--- config.mk ---
export PLATFORM = sky130hd
export DESIGN_NAME = instruction_fetch_unit
export DESIGN_NICKNAME = d
export VERILOG_FILES = /design/src/rtl/instruction_fetch_unit.sv
export SDC_FILE = /design/constraint.sdc
export NUM_CORES = 1
export LEC_CHECK = 0
export CORE_MARGIN = 1.5
export CORE_UTILIZATION = 48
export CTS_BUF_LIST = sky130_fd_sc_hd__clkbuf_16
export DETAILED_ROUTE_END_ITERATION = 12
export PLACE_DENSITY = 0.83
export SLEW_MARGIN = 20
export SYNTH_ARGS = -nofsm -noshare
export SYNTH_HDL_FRONTEND = slang
export SYNTH_SLANG_ARGS = --single-unit
--- constraint.sdc ---
create_clock -name clk -period 5.05 [get_ports clk]
set_clock_uncertainty 0.1 [all_clocks]
set_input_delay 0.7575 -clock clk [delete_from_list [all_inputs] [get_ports clk]]
set_output_delay 0.7575 -clock clk [all_outputs]
set_load 0.01 [all_outputs]
--- src/rtl/instruction_fetch_unit.sv ---
// Fetch stage: owns the PC, reads the combinational instruction memory and
// hands captured words to decode through a valid/ready IF/ID register.
module instruction_fetch_unit #(
    parameter logic [31:0] RESET_PC   = 32'd0,
    parameter logic [31:0] MEM_DEPTH  = 32'd65,
    parameter logic [31:0] HALT_INSTR = 32'h00000073,
    parameter int unsigned CNT_W      = 16
) (
    input  logic             clk,
    input  logic             reset_n,
    input  logic             start,
    output logic [31:0]      imem_addr,
    input  logic [31:0]      imem_data,
    output logic             if_valid,
    output logic [31:0]      if_instr,
    output logic [31:0]      if_pc,
    input  logic             id_ready,
    input  logic             redirect_valid,
    input  logic [31:0]      redirect_target,
    output logic             halted,
    output logic             fault,
    output logic [CNT_W-1:0] fetch_count
);

    localparam logic [1:0] ST_IDLE = 2'd0;
    localparam logic [1:0] ST_RUN  = 2'd1;
    localparam logic [1:0] ST_HALT = 2'd2;

    logic [1:0]       state_q,    state_d;
    logic [31:0]      pc_q,       pc_d;
    logic             if_valid_q, if_valid_d;
    logic [31:0]      if_instr_q, if_instr_d;
    logic [31:0]      if_pc_q,    if_pc_d;
    logic             halted_q,   halted_d;
    logic             fault_q,    fault_d;
    logic [CNT_W-1:0] cnt_q,      cnt_d;
    logic             acc;

    // The IF/ID slot can take a new word when it is empty or being drained.
    assign acc = !if_valid_q || id_ready;

    // NOTE: every next-state signal gets its hold value first so no path through
    // the case statement leaves one unassigned (which would infer a latch).
    always_comb begin
        state_d    = state_q;
        pc_d       = pc_q;
        if_valid_d = if_valid_q;
        if_instr_d = if_instr_q;
        if_pc_d    = if_pc_q;
        halted_d   = halted_q;
        fault_d    = fault_q;
        cnt_d      = cnt_q;
        case (state_q)
            ST_IDLE: begin
                if (start) state_d = ST_RUN;
            end
            ST_RUN: begin
                if (redirect_valid) begin
                    pc_d       = redirect_target;
                    if_valid_d = 1'b0;
                end else if (pc_q >= MEM_DEPTH) begin
                    fault_d  = 1'b1;
                    halted_d = 1'b1;
                    state_d  = ST_HALT;
                    if (acc) if_valid_d = 1'b0;
                end else if (acc) begin
                    if_instr_d = imem_data;
                    if_pc_d    = pc_q;
                    if_valid_d = 1'b1;
                    if (cnt_q != {CNT_W{1'b1}}) cnt_d = cnt_q + 1'b1;
                    // A halting word is still delivered; the PC parks on it.
                    if (imem_data == HALT_INSTR) begin
                        halted_d = 1'b1;
                        state_d  = ST_HALT;
                    end else begin
                        pc_d = pc_q + 32'd1;
                    end
                end
            end
            ST_HALT: begin
                if (id_ready) if_valid_d = 1'b0;
            end
            default: state_d = ST_IDLE;
        endcase
    end

    // NOTE: sequential state uses non-blocking assignments so every register
    // samples the pre-edge values, independent of statement order.
    always_ff @(posedge clk or negedge reset_n) begin
        if (!reset_n) begin
            state_q    <= ST_IDLE;
            pc_q       <= RESET_PC;
            if_valid_q <= 1'b0;
            if_instr_q <= 32'd0;
            if_pc_q    <= 32'd0;
            halted_q   <= 1'b0;
            fault_q    <= 1'b0;
            cnt_q      <= '0;
        end else begin
            state_q    <= state_d;
            pc_q       <= pc_d;
            if_valid_q <= if_valid_d;
            if_instr_q <= if_instr_d;
            if_pc_q    <= if_pc_d;
            halted_q   <= halted_d;
            fault_q    <= fault_d;
            cnt_q      <= cnt_d;
        end
    end

    assign imem_addr   = pc_q;
    assign if_valid    = if_valid_q;
    assign if_instr    = if_instr_q;
    assign if_pc       = if_pc_q;
    assign halted      = halted_q;
    assign fault       = fault_q;
    assign fetch_count = cnt_q;

endmodule

==> results_tabular.tex <==
\begin{tabular}{lr}
\hline
Metric & Value \\
\hline
\multicolumn{2}{l}{\textbf{Power}} \\
\quad Combinational share of power & roughly a fifth \\
\quad PD cells & 413 mW/mm\^{}2 \\
\quad Total power draw & 3.12 mW \\
\quad Power Internal & 2.18 mW \\
\quad Pleak & 3.41 nW \\
\quad Maximum ir drop on the vdd rail & around 0.33 mV \\
\quad Reported net switching power & roughly 0.94 mW \\
\quad Share of power burned in the clock network & 39.2\% \\
\quad Fraction of power spent switching nets & 30.0\% \\
\quad Portion of total power attributed to sequential cells & between 30 and 40\% \\
\multicolumn{2}{l}{\textbf{Layout}} \\
\quad Most common library cell in the layout ignoring fill and taps & clkdlybuf4s50\_1 \\
\quad Final layout net count & 701 \\
\quad Area of all placed cells without fillers & 0.00754 sq mm \\
\quad Synthesis-to-layout area growth & 51.8\% \\
\quad Footprint of the multi-input gates & 0.00196 sq mm \\
\quad Post-route core utilization & between 70\% and 80\% \\
\quad Post-layout instance count excluding filler cells & between 700 and 800 \\
\quad Sequential cell area & approximately 0.0029 sq mm \\
\quad Layout filler cell count & 642 \\
\quad Ratio of cells with drive above 1 in the final layout & $\sim$13\% \\
\quad Total inserted antenna cells & 0 \\
\quad Most frequent cells in the layout & 182 x clkdlybuf4s50\_1, 117 x dfrtp\_1, 68 x nand2\_1, 41 x mux2\_2, 26 x and2\_1 \\
\multicolumn{2}{l}{\textbf{Clock tree}} \\
\quad Max clock buf depth & 2 \\
\quad Clock-pin slew on the worst setup and hold paths & $\sim$0.060 ns \\
\quad CTS tree & yes \\
\quad Number of buffers added to fix hold violations after cts & 0 \\
\quad Number of H-tree levels & 4 \\
\quad Number of buffers created by CTS & 17 \\
\quad Number of sinks driven by the clock tree & approximately 120 \\
\quad Setup bufs post-CTS & 0 \\
\quad Post-cts resize count & 0 \\
\quad Clock root buffer master & clkbuf\_16 \\
\quad Latest clock arrival within the worst-skew pair & roughly 0.41 ns \\
\multicolumn{2}{l}{\textbf{STA}} \\
\quad Post-Route Hold Slack & 0.339 ns \\
\quad Final Hold Vio Count & 0 \\
\quad Final setup vio count & 0 \\
\quad Fmax & 289 MHz \\
\quad Setup TNS & 0 ns \\
\quad Final critical-path share of the clock period & 68.4\% \\
\quad Number of max-slew violations in the final report & 0 \\
\quad Remaining max-slew budget at the tightest pin & 30.3\% \\
\quad Unrepaired setup endpoints after global routing & false \\
\quad Min Tclk post-route & 3.46 ns \\
\quad Post-layout worst setup margin & roughly 1.6 ns \\
\quad Slew at the pin closest to its max-slew limit & between 1 and 1.5 ns \\
\multicolumn{2}{l}{\textbf{Route}} \\
\quad Wirelength per Cell & $\sim$19 um \\
\quad Number of vias after detailed routing & between 4000 and 5000 \\
\quad Total length of routed wires & around 14 mm \\
\quad Violation count after the first detailed-routing iteration & about 230 \\
\quad Remaining routing DRC violations & 0 \\
\quad Vias per cell & 5.46 \\
\quad TritonRoute pass-1 iters & 5 \\
\quad Final ANT Viol Nets & 0 \\
\multicolumn{2}{l}{\textbf{Flow run}} \\
\quad Max-cap violation count & 0 \\
\multicolumn{2}{l}{\textbf{Critical path}} \\
\quad Crit end category & flop \\
\quad Delay of the slowest cell on the worst path & around 0.66 ns \\
\quad WS Path Type & in2reg \\
\quad Total buffers and inverters traversed by the critical path & 1 \\
\quad Required time reported for the critical path endpoint & between 5 and 6 ns \\
\quad Highest net fanout along the worst path & between 50 and 60 \\
\quad Worst path cell trace & clkdlybuf4s50\_1 > or3b\_1 > nor2b\_1 > nand4\_4 > nor4\_1 > xor2\_1 \\
\quad CP Data Arrival Time & about 3.7 ns \\
\quad Critical path startpoint category & input port \\
\quad Max stage delay cell, worst path & nor4\_1 \\
\quad Cell family with most CP delay & simple AND/OR/NAND/NOR gates \\
\multicolumn{2}{l}{\textbf{Global route}} \\
\quad Pin count of the biggest net entering global routing & between 60 and 70 \\
\quad Wire length of the first global-routing pass & $\sim$23 mm \\
\quad Number of global-route vias before repair & around 4400 \\
\quad Global Route Usage Sum & a little over a quarter \\
\quad Remaining Overflow, GRT & 0 \\
\quad Number of antenna violations at the first check in global routing & 0 \\
\multicolumn{2}{l}{\textbf{Synth}} \\
\quad Flop and latch count out of synthesis & between 100 and 150 \\
\quad Async set-or-reset flop fraction in the synthesized netlist & 100\% \\
\quad Primary FF master, synth & dfrtp\_1 \\
\quad Number of nets in the synthesized netlist & around 510 \\
\quad Gate count after technology mapping & 440 \\
\quad Number of enable-type register cells in the synthesized netlist & 0 \\
\quad Post-synth cell types & 48 \\
\quad Average footprint of a synthesized cell & 11.3 sq um \\
\quad Total of warnings raised by yosys & 0 \\
\quad Fraction of the yosys area taken by sequential cells & between 50\% and 60\% \\
\quad Synthesized cell area & 0.00497 sq mm \\
\multicolumn{2}{l}{\textbf{Floorplanning}} \\
\quad FP Rows & 36 \\
\quad Horizontal die dimension & roughly 100 um \\
\quad Die span in y & 105 um \\
\quad I/O pin total & roughly 180 \\
\quad Starting utilization of the core area & between 50\% and 60\% \\
\quad Die Outline Area & roughly 0.011 sq mm \\
\quad Core region area & just under 0.01 sq mm \\
\multicolumn{2}{l}{\textbf{Placed design}} \\
\quad Placed cell count & 742 \\
\quad Post-place setup slack & around 1.2 ns \\
\quad Routability-driven placement congestion ratio & $\sim$0.85 \\
\quad Count of input and output buffers & between 150 and 200 \\
\quad Placed standard-cell area & 0.00693 sq mm \\
\quad Estimated wirelength of the detail-placed design & about 10 mm \\
\multicolumn{2}{l}{\textbf{Outcome}} \\
\quad Run status & finished, final reports clean \\
\multicolumn{2}{l}{\textbf{Worst hold path}} \\
\quad HP Class & in2async \\
\hline
\end{tabular}
[registers in the layout (all words and copies together) (netlist names)]
signal,count
if_pc,32
state_q,2
halted,1
fetch_count,16
fault,1
imem_addr,32
if_instr,32
if_valid,1
[synthesized netlist by cell type, drive strengths merged (2+ instances only)]
library cell  number  area, sq um
mux2              41          462
buf                4         20.0
or3                2         12.5
nand2             68          255
nand4             16          106
a21oi              6         30.0
nor4              15         93.8
ha                 4         50.1
nor4bb             3         30.0
a31oi              2         12.5
clkbuf            13         48.8
a211oi             3         22.5
xor2              12          105
dfrtp            117         2930
and3               6         37.5
nand4b             2         17.5
and4               3         26.3
nor2              24         90.1
o21bai             2         15.0
nand2b             3         18.8
and2              26          163
nor4b              2         23.8
o22ai              4         25.0
nand3             12         60.1
inv                8         30.0
o21ai              9         45.0
nor3              16         80.1
[layer usage]
metal | vias to the layer above | part of all wire [%] | GRT usage, %
met5 | - | 0 | 0
met4 | 0 | 1.4 | 7.63
met3 | 16 | 8.2 | 7.99
met2 | 205 | 52 | 47.6
met1 | 2070 | 39 | 32.3
li1 | 1931 | - | -
[layout make-up]
type | count | share of cell area [%]
sequential | 117 | 38.8
multi-input combinational | 298 | 26.0
timing repair buffer | 186 | 24.5
clock buffer | 17 | 5.64
clock inverter | 14 | 2.39
tap | 133 | 2.21
inverter | 8 | 0.398
[power groups by stage]
| stage | Sequential (mW) | Combinational [mW] | Clock [mW] |
|---|---|---|---|
| after floorplan | 1.24 | 0.251 | 0 |
| after global placement | 1.23 | 0.642 | 0 |
| after detailed placement | 1.24 | 0.665 | 0 |
| after CTS | 1.23 | 0.673 | 1.24 |
| after global routing | 1.24 | 0.733 | 1.28 |
| final | 1.23 | 0.667 | 1.22 |
[worst paths after layout]
check                                    start              end  slack [ns]  cells after the start
worst max-delay path            redirect_valid   fetch_count[7]        1.59                      6
worst min-delay path                   reset_n  fetch_count[13]        0.34                      1
worst max register to register    imem_addr[1]   fetch_count[7]        1.79                      7
worst min register to register        if_pc[8]         if_pc[8]        0.38                      1
max in group asynchronous              reset_n     if_instr[19]        3.35                      2
min in group clk                      if_pc[8]         if_pc[8]        0.38                      1
[logic make-up (layout without fill, tap and decap cells)]
kind of cell | after synthesis | after routing | share of synthesized area (%)
XOR/XNOR | 13 | 13 | 2.29
flip-flops | 117 | 117 | 58.9
multiplexers | 41 | 41 | 9.29
AND/OR/NAND/NOR | 204 | 204 | 21.5
AO/OA/AOI/OAI | 36 | 36 | 5.04
adder cells (fa/ha/maj) | 4 | 4 | 1.01
buffers and inverters | 25 | 225 | 1.99
Note: power is estimated with default switching activity, not from simulation.
